$ cat src/rtl/mult_mod_pipe_pkg.sv
// Shared constants and elaboration-time helpers for the modular multiplier.
//   Q_DEFAULT / WIDTH_DEFAULT : default modulus and lane width
//   clog2(v)                  : ceil(log2(v)), usable in constant expressions
//   barrett_mu(q, k)          : floor(2^(2k) / q), the Barrett constant
//   lane(i, width)            : LSB position of lane i in a packed lane bus
package mult_mod_pkg;

  localparam int unsigned Q_DEFAULT     = 12289;
  localparam int unsigned WIDTH_DEFAULT = 18;

  function automatic int unsigned clog2(input longint unsigned v);
    int unsigned r;
    r = 0;
    for (int unsigned i = 0; i < 64; i++) begin
      if ((64'd1 << i) < v) r = i + 1;
    end
    return r;
  endfunction

  function automatic longint unsigned barrett_mu(input longint unsigned q, input int unsigned k);
    return (64'd1 << (2 * k)) / q;
  endfunction

  function automatic int unsigned lane(input int unsigned i, input int unsigned width);
    return i * width;
  endfunction

endpackage

$ cat src/rtl/mult_mod_pipe_if.sv
// Operand/result channel of the modular multiplier.
//   in_*  : operand beat (valid/ready), mode, packed lanes a and w, tag
//   out_* : result beat (valid/ready), packed lanes r, tag, per-lane range error
// master = producer of operands / consumer of results, slave = the multiplier.
interface mult_mod_pipe_if
  import mult_mod_pkg::*;
#(
  parameter int unsigned WIDTH = WIDTH_DEFAULT,
  parameter int unsigned LANES = 2,
  parameter int unsigned TAG_W = 8
);
  logic                   in_valid;
  logic                   in_ready;
  logic                   in_mode;
  logic [LANES*WIDTH-1:0] in_a;
  logic [LANES*WIDTH-1:0] in_w;
  logic [TAG_W-1:0]       in_tag;
  logic                   out_valid;
  logic                   out_ready;
  logic [LANES*WIDTH-1:0] out_r;
  logic [TAG_W-1:0]       out_tag;
  logic [LANES-1:0]       out_err;

  modport master (
    output in_valid, in_mode, in_a, in_w, in_tag, out_ready,
    input  in_ready, out_valid, out_r, out_tag, out_err
  );

  modport slave (
    input  in_valid, in_mode, in_a, in_w, in_tag, out_ready,
    output in_ready, out_valid, out_r, out_tag, out_err
  );
endinterface

$ cat src/rtl/mult_mod_pipe_lane.sv
// One lane of the pipelined Barrett modular multiplier: r = (a * w) mod Q.
//   clk, rst_n : clock, synchronous active-low reset
//   en         : global advance; every register holds when low
//   s2_valid   : a real beat sits in S2; bubbles load zero into the output
//   mode       : 0 = multiply-mod, 1 = bypass (r = a)
//   a, w       : lane operands
//   r, err     : registered result and range flag (a >= Q or w >= Q)
module barrett_lane
  import mult_mod_pkg::*;
#(
  parameter int unsigned WIDTH = WIDTH_DEFAULT,
  parameter int unsigned Q     = Q_DEFAULT
) (
  input  logic             clk,
  input  logic             rst_n,
  input  logic             en,
  input  logic             s2_valid,
  input  logic             mode,
  input  logic [WIDTH-1:0] a,
  input  logic [WIDTH-1:0] w,
  output logic [WIDTH-1:0] r,
  output logic             err
);
  localparam int unsigned K  = clog2(64'(Q));
  localparam int unsigned PW = 2 * K;      // full product
  localparam int unsigned QW = K + 1;      // Barrett quotient estimate
  localparam int unsigned RW = K + 2;      // remainder before correction (< 3Q)
  localparam int unsigned XW = 2 * K + 3;  // (p >> (K-1)) * MU without overflow
  localparam logic [RW-1:0] Q_R  = RW'(Q);
  localparam logic [XW-1:0] MU_X = XW'(barrett_mu(64'(Q), K));

  logic [PW-1:0]    p1;
  logic [RW-1:0]    p2;
  logic [QW-1:0]    q2;
  logic             mode1, mode2, err1, err2;
  logic [WIDTH-1:0] a1, a2;

  logic [PW-1:0]    p_c;
  logic             err_c;
  logic [XW-1:0]    x_c;
  logic [QW-1:0]    q_c;
  logic [RW-1:0]    qq_c, r0_c, r1_c, r2_c;
  logic [WIDTH-1:0] res_c;

  // Stage datapaths; the remainder only needs the low K+2 bits of p and q*Q.
  always_comb begin
    p_c   = PW'(a[K-1:0]) * PW'(w[K-1:0]);
    err_c = !mode && ((a >= WIDTH'(Q)) || (w >= WIDTH'(Q)));
    x_c   = XW'(p1 >> (K - 1)) * MU_X;
    q_c   = QW'(x_c >> (K + 1));
    qq_c  = RW'(q2) * Q_R;
    r0_c  = p2 - qq_c;
    r1_c  = (r0_c >= Q_R) ? (r0_c - Q_R) : r0_c;
    r2_c  = (r1_c >= Q_R) ? (r1_c - Q_R) : r1_c;
    res_c = mode2 ? a2 : WIDTH'(r2_c);
  end

  // S1 -> S2 -> output, all gated by the shared advance.
  always_ff @(posedge clk) begin
    if (!rst_n) begin
      p1    <= '0;
      mode1 <= 1'b0;
      err1  <= 1'b0;
      a1    <= '0;
      p2    <= '0;
      q2    <= '0;
      mode2 <= 1'b0;
      err2  <= 1'b0;
      a2    <= '0;
      r     <= '0;
      err   <= 1'b0;
    end else if (en) begin
      p1    <= p_c;
      mode1 <= mode;
      err1  <= err_c;
      a1    <= a;
      p2    <= RW'(p1);
      q2    <= q_c;
      mode2 <= mode1;
      err2  <= err1;
      a2    <= a1;
      r     <= s2_valid ? res_c : '0;
      err   <= s2_valid & err2;
    end
  end
endmodule

$ cat src/rtl/mult_mod_pipe.sv
// Multi-lane pipelined modular multiplier for the NTT butterfly datapath.
//   clk, rst_n : clock, synchronous active-low reset
//   bus        : operand/result channel (slave side), LANES lanes of WIDTH bits
// Three stages, latency 3, one beat per cycle; a single global stall freezes
// every stage whenever the output holds a beat the consumer has not taken.
module mult_mod_pipe
  import mult_mod_pkg::*;
#(
  parameter int unsigned WIDTH = WIDTH_DEFAULT,
  parameter int unsigned LANES = 2,
  parameter int unsigned Q     = Q_DEFAULT,
  parameter int unsigned TAG_W = 8
) (
  input  logic           clk,
  input  logic           rst_n,
  mult_mod_pipe_if.slave bus
);
  logic             adv;
  logic [2:0]       vld;   // vld[2] is the output stage
  logic [TAG_W-1:0] tag1, tag2, tag3;

  assign adv          = !vld[2] || bus.out_ready;
  assign bus.in_ready = adv;
  assign bus.out_valid = vld[2];
  assign bus.out_tag   = tag3;

  // Valid chain and tag pipeline; the output tag reads zero for bubbles.
  always_ff @(posedge clk) begin
    if (!rst_n) begin
      vld  <= '0;
      tag1 <= '0;
      tag2 <= '0;
      tag3 <= '0;
    end else if (adv) begin
      vld  <= {vld[1:0], bus.in_valid};
      tag1 <= bus.in_tag;
      tag2 <= tag1;
      tag3 <= vld[1] ? tag2 : '0;
    end
  end

  for (genvar i = 0; i < LANES; i++) begin : g_lane
    localparam int unsigned LSB = lane(i, WIDTH);
    barrett_lane #(
      .WIDTH (WIDTH),
      .Q     (Q)
    ) u_lane (
      .clk      (clk),
      .rst_n    (rst_n),
      .en       (adv),
      .s2_valid (vld[1]),
      .mode     (bus.in_mode),
      .a        (bus.in_a[LSB +: WIDTH]),
      .w        (bus.in_w[LSB +: WIDTH]),
      .r        (bus.out_r[LSB +: WIDTH]),
      .err      (bus.out_err[i])
    );
  end
endmodule

$ cat src/flat_wrapper.sv
// flat-port wrapper written by rule: the top's interface ports become plain ports
module mult_mod_pipe_flat import mult_mod_pkg::*;
#(
  parameter int unsigned WIDTH = WIDTH_DEFAULT,
  parameter int unsigned LANES = 2,
  parameter int unsigned Q     = Q_DEFAULT,
  parameter int unsigned TAG_W = 8
)
  (clk, rst_n, bus_in_valid, bus_in_mode, bus_in_a, bus_in_w, bus_in_tag, bus_out_ready, bus_in_ready, bus_out_valid, bus_out_r, bus_out_tag, bus_out_err);
  mult_mod_pipe_if #(.WIDTH(WIDTH), .LANES(LANES), .TAG_W(TAG_W)) bus_i ();
  input  logic clk;
  input  logic rst_n;
  input wire logic [$bits(bus_i.in_valid)-1:0] bus_in_valid;
  input wire logic [$bits(bus_i.in_mode)-1:0] bus_in_mode;
  input wire logic [$bits(bus_i.in_a)-1:0] bus_in_a;
  input wire logic [$bits(bus_i.in_w)-1:0] bus_in_w;
  input wire logic [$bits(bus_i.in_tag)-1:0] bus_in_tag;
  input wire logic [$bits(bus_i.out_ready)-1:0] bus_out_ready;
  output wire logic [$bits(bus_i.in_ready)-1:0] bus_in_ready;
  output wire logic [$bits(bus_i.out_valid)-1:0] bus_out_valid;
  output wire logic [$bits(bus_i.out_r)-1:0] bus_out_r;
  output wire logic [$bits(bus_i.out_tag)-1:0] bus_out_tag;
  output wire logic [$bits(bus_i.out_err)-1:0] bus_out_err;
  assign bus_i.in_valid = bus_in_valid;
  assign bus_i.in_mode = bus_in_mode;
  assign bus_i.in_a = bus_in_a;
  assign bus_i.in_w = bus_in_w;
  assign bus_i.in_tag = bus_in_tag;
  assign bus_i.out_ready = bus_out_ready;
  assign bus_in_ready = bus_i.in_ready;
  assign bus_out_valid = bus_i.out_valid;
  assign bus_out_r = bus_i.out_r;
  assign bus_out_tag = bus_i.out_tag;
  assign bus_out_err = bus_i.out_err;
  mult_mod_pipe #(.WIDTH(WIDTH), .LANES(LANES), .Q(Q), .TAG_W(TAG_W)) u_core (.clk(clk), .rst_n(rst_n), .bus(bus_i));
endmodule
$ cat config.mk
export PLATFORM = sky130hd
export DESIGN_NAME = mult_mod_pipe_flat
export DESIGN_NICKNAME = d
export VERILOG_FILES = /design/src/rtl/mult_mod_pipe_pkg.sv /design/src/rtl/mult_mod_pipe_if.sv /design/src/rtl/mult_mod_pipe_lane.sv /design/src/rtl/mult_mod_pipe.sv /design/src/flat_wrapper.sv
export SDC_FILE = /design/constraint.sdc
export NUM_CORES = 2
export LEC_CHECK = 0
export ABC_CLOCK_PERIOD_IN_PS = 9000
export BUFFER_PORTS_ARGS = -buffer_cell sky130_fd_sc_hd__buf_2
export CORE_UTILIZATION = 55
export CTS_BUF_LIST = sky130_fd_sc_hd__clkbuf_2 sky130_fd_sc_hd__clkbuf_4 sky130_fd_sc_hd__clkbuf_8
export DETAILED_ROUTE_END_ITERATION = 16
export PLACE_DENSITY_LB_ADDON = 0.15
export SLEW_MARGIN = 20
export SYNTH_ARGS = -nofsm -noshare
export SYNTH_HDL_FRONTEND = slang
export SYNTH_SLANG_ARGS = --single-unit
$ cat constraint.sdc
create_clock -name clk -period 9 [get_ports clk]
set_input_delay 1.8 -clock clk [delete_from_list [all_inputs] [get_ports clk]]
set_output_delay 1.8 -clock clk [all_outputs]
set_load 0.05 [all_outputs]
==> impl_metrics.env <==
export IMPL_status="complete, no violations"
export IMPL_core_um2=63400
export IMPL_critPathSlowestCell="fa_1"
export IMPL_synth_compound_area_share_pct=12.4
export IMPL_place_area_um2=36700
export IMPL_synthSimpleGateAreaFrac_pct=16.2
export IMPL_first_pass_iters=5
export IMPL_cts_root_buf="clkbuf_8"
export IMPL_ys_ff_latch=261
export IMPL_start_util_pct=56.0
export IMPL_cts_setup_buffers=0
export IMPL_avgRoutedWirePerCell_um=16.6
export IMPL_rsz0062_at_grt="false"
export IMPL_syn_avg_cell_area_um2=8.70
export IMPL_die_area_um2=65600
export IMPL_drt_total_wl_mm=83.0
export IMPL_syn_area_um2=35500
export IMPL_synth_top_family_by_area="adder cells"
export IMPL_cts_resized=0
export IMPL_critPathRequiredTime_ns=9.48
export IMPL_cts_max_level=2
export IMPL_setup_viol=0
export IMPL_tns_ns=0
export IMPL_clock_latency_ns=0.63
export IMPL_synthFlopType="dfxtp_1"
export IMPL_grt_max_degree=176
export IMPL_ys_types=107
export IMPL_cpLargestDelayFamily="adder cells"
export IMPL_fin_skew_ns=0.0259
export IMPL_first_global_vias=27100
export IMPL_period_minus_slack_ns=7.56
export IMPL_grt_usage_pct=26.0
export IMPL_max_freq_mhz=132
export IMPL_max_stage_delay_ns=0.55
export IMPL_synthArstFlopShare_pct=0
export IMPL_cp_max_fo=16
export IMPL_path_depth=23
export IMPL_cp_start_kind="primary input"
export IMPL_synth_edf_count=0
export IMPL_endpoint_kind="flop"
export IMPL_slew_headroom_pct=34.4
export IMPL_synth_xor_area_share_pct=4.35
export IMPL_die_width_um=256
export IMPL_synth_mux_area_share_pct=0.296
export IMPL_worst_path_most_repeated_cell="fa_1"
export IMPL_arrival_ns=8.04
export IMPL_fin_util_pct=59.4
export IMPL_cp_cell_sequence="buf_2, nand2_1, fa_1, inv_1, fa_1, inv_1, fa_1, inv_1, fa_1, fa_1, fa_1, ha_1, a21o_1, a41oi_1, o21ai_0, a211oi_1, nor3_1, a2111oi_0, buf_4, o21ai_0, a21oi_1, xnor2_1, o21ai_0"
export IMPL_synthCells=4080
export IMPL_drv_cap=0
export IMPL_synthAdderAreaFrac_pct=43.0
export IMPL_cp_buffers_inverters=5
export IMPL_ant_nets=0
export IMPL_postCtsHoldBufs=0
export IMPL_antenna_found_initial=3
export IMPL_worst_hold_path_type="flop to flop"
export IMPL_nets=5165
export IMPL_routabilityCongestion=0.863
export IMPL_clockBufferDepth=3
export IMPL_ys_warn_count=0
export IMPL_rr_endpoint="u_core.g_lane[1].u_lane.r[11]"
export IMPL_ioPinCount=133
export IMPL_multi_input_area_um2=27100
export IMPL_place_hpwl_mm=65.3
export IMPL_drt_iter0_drc=1388
export IMPL_cp_startpoint="bus_in_a[26]"
export IMPL_drive_above_1_share_pct=6.93
export IMPL_numCtsBuffers=45
export IMPL_areaGrowthSynthToFinish_pct=6.08
export IMPL_synth_seq_area_share_pct=14.7
export IMPL_syn_nets=5135
export IMPL_die_y_um=256
export IMPL_regArea_um2=5230
export IMPL_rows=92
export IMPL_hold_viol_final=0
export IMPL_cts_sinks=261
export IMPL_drc=0
export IMPL_worst_pin_slew_ns=0.982
export IMPL_fillers=5800
export IMPL_maxSlewViolCount=0
export IMPL_reg2reg_setup_slack_ns=1.55
export IMPL_overflow=0
export IMPL_grt_first_pass_wirelength_mm=139
export IMPL_numPortBuffers=132
export IMPL_period_share_pct=84.0
export IMPL_reg2reg_depth=24
export IMPL_timing_worst_setup_path_type="primary input to flop"
export IMPL_cts_tree="done"
export IMPL_stdcell_area_um2=37700
export IMPL_reg2reg_from="u_core.g_lane[1].u_lane.q2[0]"
export IMPL_crit_path_end="u_core.g_lane[1].u_lane.p1[27]"
export IMPL_vias_per_cell=5.40
export IMPL_clk_pin_slew_ns=0.06
export IMPL_num_vias=26900
==> registers in the layout, indices dropped and copies added, names as in the netlist, 2 cells and up <==
name,count
u_core.vld,3
u_core.bus.out_tag,8
u_core.g_lane.u_lane.a2,36
u_core.g_lane.u_lane.p1,56
u_core.g_lane.u_lane.r,36
u_core.g_lane.u_lane.err,2
u_core.g_lane.u_lane.q2,30
u_core.g_lane.u_lane.err1,2
u_core.tag2,8
u_core.g_lane.u_lane.err2,2
u_core.tag1,8
u_core.g_lane.u_lane.a1,36
u_core.g_lane.u_lane.p2,32
==> per-layer routing <==
metal | wire length, µm | track usage [%] | part of all wire [%]
met1 | 40400 | 37.4 | 49
met3 | 3910 | 3.10 | 4.7
met2 | 37200 | 41.7 | 45
met5 | 0 | 0 | 0
met4 | 1580 | 5.85 | 1.9
==> kinds of logic (layout without fill, tap and decap cells) <==
family          after synthesis  count (layout)
flops                       261             261
xor+xnor                    172             172
mux                          10              10
fa+ha+maj                   970             970
other cells                   0               1
buf+inv                     844             905
compound gates              615             615
simple gates               1208            1208
==> cell type report <==
type | count | share of cell area, %
repair buffers | 142 | 2.00
well taps | 846 | 2.81
clock buffers | 65 | 2.16
multi-input cells | 2975 | 71.9
diodes | 1 | 0.00664
inverters | 685 | 6.84
flip-flops and latches | 261 | 13.9
clock inverters | 13 | 0.409
==> worst min-delay path by stage <==
stage	start	slack, ns	end	cells past startpoint
floorplan	u_core.g_lane[0].u_lane.q2[11]	0.43	u_core.g_lane[0].u_lane.q2[11]	2
detailed placement	u_core.g_lane[1].u_lane.r[15]	0.45	u_core.g_lane[1].u_lane.r[15]	2
global placement	u_core.g_lane[1].u_lane.r[15]	0.45	u_core.g_lane[1].u_lane.r[15]	2
global route	u_core.g_lane[1].u_lane.a1[0]	0.48	u_core.g_lane[1].u_lane.a1[0]	2
CTS	u_core.g_lane[1].u_lane.r[15]	0.46	u_core.g_lane[1].u_lane.r[15]	2
finish	u_core.tag1[7]	0.46	u_core.tag2[7]	2
==> cell usage after synthesis (all sizes together), types with 5 or more instances <==
cell type,n,area [µm²]
a2111oi,9,135
a211o,7,61.3
a211oi,12,105
a21boi,149,1120
a21o,30,225
a21oi,90,465
a22o,21,184
a22oi,20,150
a31oi,13,109
a41oi,5,70.1
and2,215,1350
and3,22,138
and4,5,43.8
buf,13,90.1
clkbuf,146,548
dfxtp,261,5230
fa,418,8370
ha,552,6910
inv,685,2570
mux2i,6,60.1
nand2,671,2520
nand2b,22,138
nand3,65,335
nand4,16,106
nor2,62,235
nor2b,20,125
nor3,34,196
nor3b,5,37.5
nor4,21,153
nor4b,5,65.1
o2111ai,5,50.0
o211a,10,100
o211ai,12,105
o21a,15,113
o21ai,144,721
o21bai,17,128
o22ai,6,37.5
o31ai,10,80.1
or2,13,83.8
or3,13,86.3
xnor2,116,1020
xor2,56,521
==> cell usage in the layout, fill, tap and decap left out, drive strengths merged, types with 90 or more instances in the layout <==
| cell | instances |
|---|---|
| and2 | 215 |
| fa | 418 |
| dfxtp | 261 |
| xnor2 | 116 |
| o21ai | 144 |
| nand2 | 671 |
| inv | 688 |
| buf | 142 |
| a21boi | 149 |
| a21oi | 90 |
| ha | 552 |
==> worst min-delay path: stages (launching register included) <==
cell      delay (ns)
dfxtp_1         0.31
nand2_1         0.05
a21boi_0        0.07
==> per-stage QoR <==
step	hold slack, ns	setup WS, ns	std cells
after floorplan	0.429	1.22	4080
after global placement	0.448	0.899	4909
after detailed placement	0.448	0.792	4909
after CTS	0.461	1.45	4987
after global routing	0.480	1.05	4988
final	0.455	1.44	4988
Power is left out: the tool's default activity adds up to more than one toggle a clock period on the data nets, which glitch-free logic cannot reach.
